==> src/rtl/gate_exhaustive_checker_pkg.sv <==
// Shared types and constants for the on-chip 2-input gate checker.
// Truth tables are indexed by the {a,b} vector, so bit 3 is the a=1,b=1 result.
package gate_check_pkg;

    typedef enum logic [1:0] {
        IDLE,
        SETTLE,
        CHECK,
        FINISH
    } state_t;

    typedef logic [3:0] tt_t;

    localparam int TIMER_W = 4;

    localparam tt_t TT_AND  = 4'b1000;
    localparam tt_t TT_NAND = 4'b0111;
    localparam tt_t TT_OR   = 4'b1110;
    localparam tt_t TT_NOR  = 4'b0001;
    localparam tt_t TT_XOR  = 4'b0110;
    localparam tt_t TT_XNOR = 4'b1001;

    function automatic logic vec_mismatch(input tt_t tt, input logic [1:0] vec, input logic res);
        return res != tt[vec];
    endfunction

endpackage

==> src/rtl/gate_exhaustive_checker_settle_timer.sv <==
// Loadable down-counter that paces how long each vector is held before sampling.
// Load has priority over decrement; the counter parks at zero.
module settle_timer
    import gate_check_pkg::*;
(
    input  logic               clk,
    input  logic               rst_n,
    input  logic               load,
    input  logic               dec,
    input  logic [TIMER_W-1:0] load_val,
    output logic               zero
);

    logic [TIMER_W-1:0] count_q;

    always_ff @(posedge clk) begin
        if (!rst_n) begin
            count_q <= '0;
        end else if (load) begin
            count_q <= load_val;
        end else if (dec && (count_q != '0)) begin
            count_q <= count_q - 1'b1;
        end
    end

    assign zero = (count_q == '0);

endmodule

==> config.mk <==
export PLATFORM = sky130hd
export DESIGN_NAME = settle_timer
export DESIGN_NICKNAME = d
export VERILOG_FILES = /design/src/rtl/gate_exhaustive_checker_pkg.sv /design/src/rtl/gate_exhaustive_checker_settle_timer.sv
export SDC_FILE = /design/constraint.sdc
export NUM_CORES = 1
export LEC_CHECK = 0
export ABC_AREA = 1
export BUFFER_PORTS_ARGS = -buffer_cell sky130_fd_sc_hd__clkbuf_2
export CORE_AREA = 4 4 41 43
export CTS_CLUSTER_DIAMETER = 60
export DETAILED_ROUTE_END_ITERATION = 12
export DIE_AREA = 0 0 45 47
export PLACE_DENSITY = 0.45
export SETUP_SLACK_MARGIN = 0.4
export SYNTH_ARGS = -nofsm -noshare
export SYNTH_HDL_FRONTEND = slang
export SYNTH_SLANG_ARGS = --single-unit
==> constraint.sdc <==
create_clock -name clk -period 1.8 [get_ports clk]
set_input_delay 0.18 -clock clk [delete_from_list [all_inputs] [get_ports clk]]
set_output_delay 0.18 -clock clk [all_outputs]
set_load 0.01 [all_outputs]
==> results.ini, run 1 <==
[outcome]
status = finished clean

[layout]
max_flop_register = count_q
fillers = 164
final-seq-area_um2 = 80.1
syn_to_final_growth_pct = 30.6
drive_above_1_share_pct = 36.5
reg_top3 = count_q x4
fin_nets = 63
instances_no_fill = 67
final_core_util_pct = 27.5
multi_input_area_um2 = 165
largest_reg_flops = 4
antenna_cells = 0

[clock_network]
cts_tree = done
clock_sinks = 4
clk_pin_slew_ns = 0.04
h-tree-depth = 1
numCtsBuffers = 3
root_buffer = clkbuf_4
clkLatencyLatePin_ns = 0.23
clockBufferDepth = 2

[setup_path]
slowest_delay_ns = 0.31
worst-setup-path-type = flop to output pin
rr_endpoint = count_q[1]
critPathBufInv = 3
cp_cell_sequence = inv_1, ha_2, nand3_2, inv_1, clkbuf_2
end_kind = output pin
reg2reg_slack_ns = 0.63
crit_fanout = 3
arrival_ns = 1.12
cpMaxStageDelayCell = dfxtp_1
critical_path_required_ns = 1.62
path_common_cell = inv_1
r2r_start = count_q[0]
critPathTopFamily = flip-flops
reg2reg_depth = 7
critPathLaunchType = flop

[timing]
maxSlewViolCount = 0
relSlewSlack_pct = 90.4
fin_skew_ns = 0.00566
fmax_mhz = 767
worst_slew_pin_slew_ns = 0.143
fin_crit_sh_pct = 72.5
rsz0062_at_grt = no
fin_tns_setup_ns = 0
hold_viol = 0
post-route-min-period_ns = 1.30
finalSetupViolCount = 0

[floorplan]
dieArea_um2 = 2120
core_area_um2 = 1300
io_pins = 9
rows = 13
initial_core_util_pct = 21.1
die_y_um = 47
dieWidth_um = 45

[synthesis]
syn_inst = 41
syn_area_um2 = 274
synth_nets = 50
synth_seq_cells = 4
synth.distinct_cells = 16
syn_avg_cell_area_um2 = 6.68
seq_area_frac_synth_pct = 29.2
yosysWarnings = 0

[pwr]
power.density_nw_per_um2 = 854
ir_drop_mv = 0.294
leakage_nw = 0.189

[place]
port_buffers = 8
place_inst = 64
gp_congestion = 0.640
dp_hpwl_um = 454

[global_routing]
grt_pass1_wl_um = 869
track_usage_pct = 6.08
grt_overflow = 0
grt_max_degree = 8
antenna_found_initial = 0
grt_pass1_vias = 239

[flow_run]
max-cap-violations = 0

[routing]
drt_first_pass_iters = 2
viasPerCell = 3.78
drt_iter0_drc = 2
routedWlPerCell_um = 7.99
ant_nets = 0
num_vias = 253
wl_um = 535
drc = 0

[hold_path]
hold_path.startpoint = rst_n
hold_path_depth = 3
min_delay_worst_endpoint = count_q[2]
hold_path.class = primary input to flop

-- per-layer routing --
metal,part of all wire [%],vias to the layer above,track usage (%),wire length (µm)
met5,0,-,0,0
met1,49,99,6.59,262
met2,45,4,8.19,243
li1,-,150,-,-
met3,5.2,0,2.68,28
met4,0,0,7.02,0
-- what timing repair did --
action / CTS / global route
resized for setup: 0 / 1
setup buffers: 0 / 0
setup endpoints to repair: 0 / 1
hold buffers: 0 / 0
-- synthesized netlist by cell type --
cell type / number / share of area, %
nand2_1: 8 / 11
nor2_1: 6 / 8.2
inv_1: 5 / 6.9
dfxtp_1: 4 / 29
nand3_1: 3 / 5.5
o21ai_0: 3 / 5.5
inv_2: 2 / 2.7
nand2_4: 2 / 8.2
a21oi_1: 1 / 1.8
a21oi_2: 1 / 3.2
clkinv_2: 1 / 1.8
ha_1: 1 / 4.6
nand3_2: 1 / 3.7
o22ai_1: 1 / 2.3
or2_0: 1 / 2.3
xor2_1: 1 / 3.2
-- area by class of cell --
cell class,instances,area share (%)
sequential,4,22.4
clock buffer,3,6.29
timing repair buffer,8,11.2
multi-input combinational,29,46.2
tap,15,5.24
inverter,8,8.74
-- metrics by stage --
step	cell area [µm²]	setup slack [ns]	total power, W	hold WS [ns]
after floorplan	274	0.691	0.000175	0.300
after global placement	333	0.601	0.000201	0.441
after detailed placement	333	0.584	0.000200	0.438
after CTS	355	0.455	0.000315	0.185
after global routing	358	0.407	0.000334	0.205
final	358	0.496	0.000306	0.192
-- logic make-up (layout without fill, tap and decap cells) --
kind of cell	after synthesis	in the layout	share of synthesized area [%]
AO/OA/AOI/OAI	6	6	12.8
XOR/XNOR	1	1	3.20
adder cells (fa/ha/maj)	1	1	4.57
buffers and inverters	8	19	11.4
flip-flops	4	4	29.2
AND/OR/NAND/NOR	21	21	38.8
-- placed cells by master, fill, tap and decap left out --
master    netlist  routed
o21ai_0         3       3
dfxtp_1         4       4
inv_2           2       2
nand3_2         1       1
clkinv_2        1       1
ha_2            0       1
nand2_1         8       8
nand3_1         3       3
or2_0           1       1
nor2_1          6       6
a21oi_1         1       1
clkbuf_2        0       8
nand2_4         2       2
inv_1           5       5
a21oi_2         1       1
xor2_1          1       1
clkbuf_4        0       3
o22ai_1         1       1
-- worst min-delay path, stage by stage --
cell and delay (ns):
clkbuf_2 0.11, nand2_1 0.06, nor2_1 0.03
-- where the power goes --
| group | switching (W) | internal [W] | total, W | leakage (nW) |
|---|---|---|---|---|
| Clock | 0.0000333 | 0.0000743 | 0.000108 | 0.0138 |
| Combinational | 0.0000516 | 0.0000390 | 0.0000906 | 0.142 |
| Sequential | 0.00000764 | 0.0000997 | 0.000107 | 0.0333 |
| Total | 0.0000926 | 0.000213 | 0.000306 | 0.189 |
-- how the worst max path moves through the flow --
stage | to | cells past startpoint | startpoint | slack [ns]
2_1_floorplan | count_q[1] | 8 | count_q[0] | 0.69
3_3_place_gp | count_q[1] | 8 | count_q[0] | 0.60
3_5_place_dp | count_q[1] | 8 | count_q[0] | 0.58
4_1_cts | zero | 5 | count_q[0] | 0.46
5_1_grt | zero | 5 | count_q[0] | 0.41
6_report | zero | 5 | count_q[0] | 0.50
No activity file was read; power rests on OpenSTA's default activity.
==> run 2, diff against run 1 <==
Clock period 1.8 ns to 1.3 ns, I/O delays scaled along.
==> run 2 against run 1 <==
Count of clock-buffer cells in the layout stayed put; global-route usage grew 0.88 points; flip-flop and latch count unchanged; clock skew fell by 0.0024 ns; cell count up 6.0%; worst hold slack worse by 0.029 ns; non-clock buffer count rose by 4; die area unchanged; combinational power is 130% higher; sequential share of layout area down 4.1 points; clock power grew 39%; core utilization up 7.2 points; highest routed layer unchanged.
==> results.ini, run 2 (synthesis gave the netlist of run 1 again) <==
[setup_path]
cpMaxStageDelayCell = dfxtp_2
critPathBufInv = 3
reg2reg_depth = 8
critPathLaunchType = flop
reg2reg_slack_ns = 0.23
r2r_start = count_q[1]
end_kind = output pin
arrival_ns = 1.00
slowest_delay_ns = 0.34
crit_fanout = 3
rr_endpoint = count_q[1]
cp_cell_sequence = inv_2, ha_4, nand3_4, inv_2, buf_6
critPathTopFamily = flip-flops
worst-setup-path-type = flop to output pin
path_common_cell = inv_2
critical_path_required_ns = 1.17

[layout]
fillers = 154
largest_reg_flops = 4
final_common_cell = nand2_1
reg_top3 = count_q x4
max_flop_register = count_q
instances_no_fill = 71
drive_above_1_share_pct = 62.5
antenna_cells = 0
fin_nets = 67
syn_to_final_growth_pct = 64.8
final_cell_mix = nand2_1, clkbuf_2, inv_2, nor2_1, buf_4

[timing]
worst_slack_ns = 0.172
finalSetupViolCount = 0
maxSlewViolCount = 0
hold_viol = 0
post-route-min-period_ns = 1.13
relSlewSlack_pct = 89.1
fmax_mhz = 886
worst_slew_pin_slew_ns = 0.163
rsz0062_at_grt = yes
fin_tns_setup_ns = 0
fin_crit_sh_pct = 86.8
fin_skew_ns = 0.00331

[routing]
drt_iter0_drc = 5
wl_um = 661
drc = 0
routedWlPerCell_um = 9.31
ant_nets = 0
viasPerCell = 4.17
drt_first_pass_iters = 4
num_vias = 296

[floorplan]
rows = 13
dieArea_um2 = 2120
die_y_um = 47
dieWidth_um = 45
core_area_um2 = 1300
initial_core_util_pct = 21.1
io_pins = 9

[global_routing]
track_usage_pct = 6.96
antenna_found_initial = 0
grt_overflow = 0
grt_pass1_vias = 275
grt_pass1_wl_mm = 1.05
grt_max_degree = 8

[clock_network]
cts_tree = done
clk_pin_slew_ns = 0.03
h-tree-depth = 1
clockBufferDepth = 2
clkLatencyLatePin_ns = 0.23
root_buffer = clkbuf_4
clock_sinks = 4
numCtsBuffers = 3
holdBufCountCts = 0

[pwr]
ir_drop_mv = 0.412
leakage_nw = 0.221
power.density_nw_per_um2 = 1120

[hold_path]
min_delay_worst_endpoint = count_q[1]
hold_path_depth = 3
hold_path.startpoint = rst_n
hold_path.class = primary input to flop

[place]
preCtsSetupSlack_ns = 0.211
gp_congestion = 0.668
port_buffers = 8
place_inst = 64

[flow_run]
max-cap-violations = 0

[outcome]
status = finished clean

run 2: routing by layer:
layer	GRT usage (%)	wire length [µm]
met1	8.22	282
met4	7.02	0
met2	11.3	367
met5	0	0
met3	0	11
run 2: how the worst max path moves through the flow:
stage,start,end,slack (ns),cells after the start
after floorplan,count_q[0],count_q[1],0.31,8
after global placement,count_q[0],count_q[1],0.24,8
after detailed placement,count_q[1],count_q[1],0.21,8
after CTS,count_q[0],zero,0.14,5
after global routing,count_q[0],zero,0.13,5
final,count_q[1],zero,0.17,5
run 2: cell type report:
| class | count | area (µm²) | share of cell area [%] |
|---|---|---|---|
| timing repair buffer | 12 | 76.3 | 16.9 |
| inverter | 8 | 35.0 | 7.76 |
| tap | 15 | 18.8 | 4.16 |
| clock buffer | 3 | 22.5 | 4.99 |
| sequential | 4 | 82.6 | 18.3 |
| multi-input combinational | 29 | 216 | 47.9 |
run 2: worst register-to-register path: cells and delay by family, from the launching register on:
family,cells,cell delay [ns]
adder cells (fa/ha/maj),1,0.16
buffers and inverters,2,0.11
flip-flops,1,0.34
AND/OR/NAND/NOR,5,0.35
run 2: timing repair:
| item | CTS | global route |
|---|---|---|
| hold endpoints to repair | 0 | 0 |
| pin swaps | 4 | 2 |
| setup buffers | 2 | 2 |
| setup endpoints to repair | 5 | 5 |
| resized for setup | 4 | 9 |
run 2: power by group:
group          internal, W  switching [W]  total, W
logic            0.0000988       0.000105  0.000204
registers         0.000139      0.0000124  0.000152
clock network     0.000103      0.0000468  0.000150
total             0.000341       0.000164  0.000506
run 2: through the flow:
| step | instance area, µm² | utilization, % | hold WS [ns] | power, W |
|---|---|---|---|---|
| final | 452 | 34.7 | 0.164 | 0.000506 |
| after global routing | 452 | 34.7 | 0.175 | 0.000550 |
| after global placement | 355 | 27.3 | 0.385 | 0.000301 |
| after floorplan | 297 | - | 0.250 | 0.000262 |
| after CTS | 404 | 31.1 | 0.146 | 0.000478 |
| after detailed placement | 355 | 27.3 | 0.397 | 0.000303 |
